File: src/rtl/gb80_pkg.sv
// Shared GB80 definitions: ALU opcodes, 16-bit sequencer ops, flag bit
// positions and the 16-bit sequencer FSM states.
package gb80_pkg;

  typedef enum logic [2:0] {
    ALU_ADD = 3'd0,
    ALU_ADC = 3'd1,
    ALU_SUB = 3'd2,
    ALU_SBC = 3'd3,
    ALU_AND = 3'd4,
    ALU_XOR = 3'd5,
    ALU_OR  = 3'd6,
    ALU_CP  = 3'd7
  } alu_op_e;

  typedef enum logic [1:0] {
    SEQ_ADD16 = 2'b00,
    SEQ_INC16 = 2'b01,
    SEQ_DEC16 = 2'b10,
    SEQ_ADDSP = 2'b11
  } seq16_op_e;

  localparam int unsigned FLAG_Z = 7;
  localparam int unsigned FLAG_N = 6;
  localparam int unsigned FLAG_H = 5;
  localparam int unsigned FLAG_C = 4;

  typedef enum logic [1:0] {
    ST_IDLE = 2'd0,
    ST_LO   = 2'd1,
    ST_HI   = 2'd2,
    ST_DONE = 2'd3
  } seq16_state_e;

endpackage

File: src/rtl/alu_seq16.sv
// 16-bit arithmetic sequencer: runs ADD HL,rr / INC rr / DEC rr / ADD SP,e8
// as two passes over the shared 8-bit ALU (low byte, then high byte with the
// carry chained) and merges the per-byte flags into a Game Boy F value.
module alu_seq16
  import gb80_pkg::*;
#(
  parameter int unsigned DATA_WIDTH   = 8,
  parameter int unsigned OPCODE_WIDTH = 3
) (
  input  logic                      i_clk,
  input  logic                      i_rst_n,
  input  logic                      i_start,
  input  logic [1:0]                i_op,
  input  logic [2*DATA_WIDTH-1:0]   i_opa,
  input  logic [2*DATA_WIDTH-1:0]   i_opb,
  input  logic [7:0]                i_flags,
  output logic                      o_busy,
  output logic                      o_done,
  output logic [2*DATA_WIDTH-1:0]   o_result,
  output logic [7:0]                o_flags,
  output logic [DATA_WIDTH-1:0]     o_alu_a,
  output logic [DATA_WIDTH-1:0]     o_alu_b,
  output logic [OPCODE_WIDTH-1:0]   o_alu_ctrl,
  output logic                      o_alu_cin,
  input  logic [DATA_WIDTH-1:0]     i_alu_data,
  input  logic [7:0]                i_alu_flags
);

  seq16_state_e                state_q;
  seq16_op_e                   op_q;
  logic [2*DATA_WIDTH-1:0]     opa_q;
  logic [2*DATA_WIDTH-1:0]     opb_q;
  logic [3:0]                  fin_q;      // latched {Z,N,H,C} of incoming F
  logic [DATA_WIDTH-1:0]       res_lo_q;
  logic                        lo_h_q;
  logic                        lo_c_q;
  logic [2*DATA_WIDTH-1:0]     result_q;
  logic [7:0]                  flags_q;
  logic                        busy_q;
  logic                        done_q;

  alu_op_e                     alu_ctrl;
  logic [7:0]                  flags_d;

  // Only the Z/N/H/C nibble of the incoming F and the H/C bits of the ALU
  // flags carry information here.
  logic unused_bits;
  assign unused_bits = ^{i_flags[3:0], i_alu_flags[7:6], i_alu_flags[3:0]};

  // ALU drive: operand bytes, opcode and carry-in selected by phase and op.
  always_comb begin
    o_alu_a   = '0;
    o_alu_b   = '0;
    o_alu_cin = 1'b0;
    alu_ctrl  = ALU_ADD;
    unique case (state_q)
      ST_LO: begin
        o_alu_a = opa_q[DATA_WIDTH-1:0];
        unique case (op_q)
          SEQ_ADD16: o_alu_b = opb_q[DATA_WIDTH-1:0];
          SEQ_INC16: o_alu_b = DATA_WIDTH'(1);
          SEQ_DEC16: begin
            o_alu_b  = DATA_WIDTH'(1);
            alu_ctrl = ALU_SUB;
          end
          SEQ_ADDSP: o_alu_b = opb_q[DATA_WIDTH-1:0];
        endcase
      end
      ST_HI: begin
        o_alu_a   = opa_q[2*DATA_WIDTH-1:DATA_WIDTH];
        o_alu_cin = lo_c_q;
        alu_ctrl  = ALU_ADC;
        unique case (op_q)
          SEQ_ADD16: o_alu_b = opb_q[2*DATA_WIDTH-1:DATA_WIDTH];
          SEQ_INC16: o_alu_b = '0;
          SEQ_DEC16: begin
            o_alu_b  = '0;
            alu_ctrl = ALU_SBC;
          end
          SEQ_ADDSP: o_alu_b = {DATA_WIDTH{opb_q[DATA_WIDTH-1]}};
        endcase
      end
      default: ;
    endcase
  end

  assign o_alu_ctrl = OPCODE_WIDTH'(alu_ctrl);

  // Flag merge, evaluated during HI so F lands together with the result.
  always_comb begin
    flags_d = '0;
    unique case (op_q)
      SEQ_ADD16: flags_d = {fin_q[3], 1'b0, i_alu_flags[FLAG_H], i_alu_flags[FLAG_C], 4'b0000};
      SEQ_INC16,
      SEQ_DEC16: flags_d = {fin_q, 4'b0000};
      SEQ_ADDSP: flags_d = {2'b00, lo_h_q, lo_c_q, 4'b0000};
    endcase
  end

  // Sequencer FSM: latch request, capture low byte, capture high byte, pulse done.
  always_ff @(posedge i_clk) begin
    if (!i_rst_n) begin
      state_q  <= ST_IDLE;
      op_q     <= SEQ_ADD16;
      opa_q    <= '0;
      opb_q    <= '0;
      fin_q    <= '0;
      res_lo_q <= '0;
      lo_h_q   <= 1'b0;
      lo_c_q   <= 1'b0;
      result_q <= '0;
      flags_q  <= '0;
      busy_q   <= 1'b0;
      done_q   <= 1'b0;
    end else begin
      unique case (state_q)
        ST_IDLE: begin
          if (i_start) begin
            op_q    <= seq16_op_e'(i_op);
            opa_q   <= i_opa;
            opb_q   <= i_opb;
            fin_q   <= i_flags[7:4];
            busy_q  <= 1'b1;
            state_q <= ST_LO;
          end
        end
        ST_LO: begin
          res_lo_q <= i_alu_data;
          lo_h_q   <= i_alu_flags[FLAG_H];
          lo_c_q   <= i_alu_flags[FLAG_C];
          state_q  <= ST_HI;
        end
        ST_HI: begin
          result_q <= {i_alu_data, res_lo_q};
          flags_q  <= flags_d;
          done_q   <= 1'b1;
          state_q  <= ST_DONE;
        end
        ST_DONE: begin
          done_q  <= 1'b0;
          busy_q  <= 1'b0;
          state_q <= ST_IDLE;
        end
      endcase
    end
  end

  assign o_busy   = busy_q;
  assign o_done   = done_q;
  assign o_result = result_q;
  assign o_flags  = flags_q;

endmodule

File: config.mk
export PLATFORM = sky130hd
export DESIGN_NAME = alu_seq16
export DESIGN_NICKNAME = d
export VERILOG_FILES = /design/src/rtl/gb80_pkg.sv /design/src/rtl/alu_seq16.sv
export SDC_FILE = /design/constraint.sdc
export NUM_CORES = 1
export LEC_CHECK = 0
export CORE_MARGIN = 3
export CORE_UTILIZATION = 40
export CTS_CLUSTER_SIZE = 30
export DETAILED_ROUTE_END_ITERATION = 10
export PLACE_DENSITY = 0.72
export SETUP_SLACK_MARGIN = 0.4
export SLEW_MARGIN = 0
export SYNTH_ARGS = -nofsm -noshare
export SYNTH_HDL_FRONTEND = slang
export SYNTH_SLANG_ARGS = --single-unit
File: constraint.sdc
create_clock -name i_clk -period 2.27 [get_ports i_clk]
set_input_delay 0.454 -clock i_clk [delete_from_list [all_inputs] [get_ports i_clk]]
set_output_delay 0.454 -clock i_clk [all_outputs]
set_load 0.005 [all_outputs]
# Word level (Yosys, flattened, before mapping)
# Index checks and enable logic that the tools add are counted.
[totals]
in_bits = 61
word_cells = 41
output_inout_bits = 46
regBits = 76
[classes]
reduce_logical = 8
eq_ne = 7
muxes = 14
[op_table]
columns = ["operator", "count"]
rows = [
  ["one-hot mux 8 bit (2 select lines)", 3],
  ["one-hot mux 8 bit (3 select lines)", 2],
  ["equality test 2 bit (second input constant)", 4],
  ["one-hot mux 2 bit (4 select lines)", 1],
  ["2-to-1 mux 2 bit", 3],
  ["equality test 2 x 1 -> 1 bit (second input constant)", 2],
  ["logical NOT 2 bit", 2],
  ["one-hot mux 1 bit (2 select lines)", 2],
  ["one-hot mux 2 bit (2 select lines)", 1],
  ["AND reduction 2 bit", 2],
  ["nonzero test 2 bit", 2],
  ["OR reduction 2 bit", 2],
  ["2-to-1 mux 1 bit", 2],
  ["!= test 2 bit (second input constant)", 1],
]

# Longest topological paths before layout
[logic_depth]
ltp_word = 4
mapped_depth = 7
mapped_depth_nobuf = 5

# Worst setup path before layout
# No wires, ideal clock.
[synth_path]
kind = "register -> output"
startpoint = "reg state_q[0]"
endpoint = "out o_alu_b[7]"
required_time_ps = 1816
arrival_ps = 1223
slack_ps = 593
path_buffers = 1
stages_incl_launch_ff = 7
cell_sequence = "dfxtp_1 > inv_1 > ha_1 > buf_4 > nand2_1 > a21oi_1 > a21o_1"
[synth_between]
elab_chain_len = 2
elab_cells_between_ends = 3
classes_between = "2 x eq/ne; 1 x mux"
[synth_lines]
columns = ["item", "line_no", "rtl"]
rows = [
  ["start: declaration", "alu_seq16.sv:29", "seq16_state_e state_q;"],
  ["start signal: assignment", "alu_seq16.sv:103", "state_q <= ST_IDLE;"],
  ["start signal: assignment", "alu_seq16.sv:124", "state_q <= ST_LO;"],
  ["start signal: assignment", "alu_seq16.sv:131", "state_q <= ST_HI;"],
  ["equality test 2 bit / equality test 2 x 1 -> 1 bit (equally long branches)", "alu_seq16.sv:56", "unique case (state_q)"],
  ["one-hot mux 8 bit (2 select lines) (*)", "alu_seq16.sv:56", ""],
  ["end: declaration", "alu_seq16.sv:22", "output logic [DATA_WIDTH-1:0] o_alu_b,"],
]
# Mark *: on every way between the ends. The rest lies on a longest branch, timed or not.

# Final worst setup path
[layout_path]
startpoint = "reg state_q[1]"
endpoint = "out o_alu_b[6]"
# The elaborated chain is that of the path after synthesis.

==> impl_metrics.json <==
{
  "status": "finished, final reports clean",
  "cts_tree": "done",
  "layout-drive-gt1-share": 0.219,
  "critPathBufInv": 4,
  "swShare": 0.324,
  "clock_skew_ns": 0.0112,
  "met3_usage": 0.0576,
  "synthDominantCellAreaShare": 0.454,
  "coreArea_sq_um": 7490,
  "cpPeakStageDelay_ns": 0.36,
  "placed_area_sq_um": 4200,
  "wl_per_cell_microns": 14.7,
  "hold_violations": 0,
  "netlist_area_sq_um": 3170,
  "path_common_cell": "buf_6",
  "report.final.slew_viol_count": 0,
  "initial_core_util": 0.424,
  "period_needed_ns": 2.12,
  "cts_root_buf": "clkbuf_8",
  "synth_simple_gate_area_frac": 0.201,
  "grt_use_met1": 0.253,
  "cpLargestDelayFamily": "buffers and inverters",
  "drt-vias-per-instance": 4.83,
  "die_height_microns": 95.1,
  "synth_compound_area_frac": 0.169,
  "finalSetupViolCount": 0,
  "setup_ws_ns": 0.153,
  "cp_slowest_cell": "dfxtp_2",
  "clockBufferDepth": 2,
  "syn_avg_cell_area_sq_um": 9.02,
  "synth_top_family_by_area": "simple AND/OR/NAND/NOR gates",
  "cp_data_arrival_time_ns": 1.66,
  "grt_first_pass_wirelength_microns": 13400,
  "finalNonFillerCells": 569,
  "grt_overflow": 0,
  "drc_errors": 0,
  "clock_power_share": 0.247,
  "pre_cts_slack_ns": 0.0944,
  "synth-seq-area-share": 0.454,
  "power.switching_mw": 1.61,
  "clkTransAtPathRegs_ns": 0.07,
  "cts.sinks": 72,
  "hp-class": "reg -> reg",
  "cp_max_fo": 3,
  "clk_latency_ns": 0.35,
  "synthXorXnorAreaFrac": 0,
  "rsz0062_at_grt": "true",
  "firstDrtPassIters": 4,
  "cts_buffers": 9,
  "h-tree-depth": 3,
  "maxCapViolations": 0,
  "startpoint_type": "register",
  "fp.dieW_microns": 95.1,
  "ioPinCount": 107,
  "synth_fa_ha_area_frac": 0.0315,
  "power_frac_comb": 0.423,
  "critPathRequiredTime_ns": 1.82,
  "vias": 2748,
  "crit_path_end_kind": "output port",
  "fmax_mhz": 472,
  "final.setup.tns_ns": 0,
  "yosysTopAreaCell": "dfxtp_1",
  "diodes": 0,
  "p_per_area_nw_per_um2": 1040,
  "grt_usage": 0.190,
  "wl_microns": 8370,
  "rows": 31,
  "use_met2": 0.297,
  "nNetsFinal": 534,
  "synth_area_leaders": "dfxtp_1 (45%), nand2_1 (10%), mux2i_1 (8.5%)",
  "crit_type": "reg -> out",
  "final_cell_area_sq_um": 4780,
  "numPlacedInstances": 530,
  "gp_congestion": 0.779,
  "ant_nets": 0,
  "grt_pass1_vias": 2716,
  "ys.warnings.count": 0,
  "grt_max_degree": 55,
  "drt_iter0_markers": 69,
  "period_share": 0.933,
  "top_usage_layer": "met2",
  "synth_seq_cells": 72,
  "antenna_found_initial": 0,
  "seqPwrFrac": 0.330,
  "ir_worst_vdd_mv": 0.526,
  "leakage_nw": 1.82,
  "cts_hold_buf": 0,
  "synth_cell_types": 28,
  "io_buffers": 91,
  "muxShareOfSynthArea": 0.0851,
  "synthCells": 352,
  "path_cells": "inv_4, ha_4, nand2_4, nor2_4, buf_6, buf_6, o2bb2ai_2, buf_2",
  "dp_hpwl_microns": 5290,
  "p_int_mw": 3.36,
  "dieArea_sq_um": 9040,
  "syn_to_final_growth_pct": 50.6
}
[sequential cells by signal, indices dropped and copies added (netlist names)]
| signal | cells |
|---|---|
| fin_q | 4 |
| lo_c_q | 1 |
| lo_h_q | 1 |
| o_busy | 1 |
| o_done | 1 |
| o_flags | 4 |
| o_result | 16 |
| op_q | 2 |
| opa_q | 16 |
| opb_q | 16 |
| res_lo_q | 8 |
| state_q | 2 |
[worst reg2reg max path, stage by stage (launching register included)]
cell and delay (ns):
dfxtp_2 0.35, buf_4 0.14, ha_4 0.18, buf_6 0.13, buf_4 0.11, buf_4 0.14, buf_4 0.19, mux2i_1 0.19
nor2b_1 0.06
[power by group through the flow]
stage,clock [mW],combinational [mW],sequential (mW)
after floorplan,0,0.944,1.62
after global placement,0,1.49,1.63
after detailed placement,0,1.51,1.64
after CTS,1.25,2.00,1.64
after global routing,1.32,2.27,1.67
final,1.23,2.10,1.64
[final cells by class]
type	instances	area (sq um)
timing repair buffer	128	1210
inverter	4	20.0
fill	643	2710
sequential	72	1450
tap	99	124
clock buffer	10	128
clock inverter	6	115
multi-input combinational	250	1730
[stage by stage]
stage	hold WS, ns	utilization	total power [mW]
after floorplan	0.435	-	2.57
after global placement	0.440	0.560	3.12
after CTS	0.462	0.636	4.89
after detailed placement	0.446	0.560	3.15
final	0.464	0.638	4.96
after global routing	0.480	0.638	5.26
[cell usage in the layout (no fill, tap or decap), types with 5 or more instances in the layout]
cell,Yosys,final
a21boi_0,19,19
clkdlybuf4s50_1,0,71
nor2b_1,36,35
nand2_1,86,84
conb_1,1,5
clkbuf_2,0,9
dfxtp_1,72,68
a22oi_2,0,8
a21boi_1,22,22
a21oi_1,8,6
clkbuf_8,0,9
buf_2,6,10
buf_4,13,22
buf_6,0,10
mux2i_1,27,27
[worst paths after layout]
path	slack (ns)	cells past startpoint	startpoint	endpoint
setup / recovery	0.15	8	state_q[1]$_SDFFE_PN0P_	o_alu_b[6]
setup reg to reg	0.67	8	state_q[0]$_SDFFE_PN0P_	res_lo_q[4]$_SDFFE_PN0P_
hold reg to reg	0.46	2	opa_q[11]$_SDFFE_PN0P_	opa_q[11]$_SDFFE_PN0P_
hold / removal	0.46	2	opa_q[11]$_SDFFE_PN0P_	opa_q[11]$_SDFFE_PN0P_
[what timing repair did]
action	in CTS	in global routing
hold endpoints to repair	0	0
gates cloned	2	1
pin swaps	7	12
setup buffers	17	3
endpoints found under the setup margin	19	19
gates resized for setup	98	18
[cell usage after synthesis]
cell type   n
and2_1      3
buf_2       6
a22oi_1     8
a21boi_1   22
nor2_1      4
nor2b_1    36
nand2b_1    3
dfxtp_1    72
mux2i_1    27
nand2_1    86
nor3b_1     1
o21a_1      1
a21o_1      1
nand3b_1    2
nand4b_1    1
o211a_1     2
o2bb2ai_1   6
conb_1      1
ha_1        8
clkbuf_1   11
nor2_2      1
buf_4      13
o211ai_1    3
inv_1       4
a31oi_1     2
o22ai_1     1
a21oi_1     8
a21boi_0   19
[metal layers]
layer	vias up	share of wire
li1	1387	-
met1	1273	0.45
met2	79	0.47
met3	9	0.080
met4	0	0.0091
met5	-	0
[cells by family (layout without fill, tap and decap cells)]
family          count (synthesis)  in the layout
buf+inv                        34            148
other cells                     1              5
mux                            27             27
simple gates                  137            137
fa+ha+maj                       8              8
compound gates                 73             73
flops                          72             72
No activity file was read; power rests on OpenSTA's default activity.
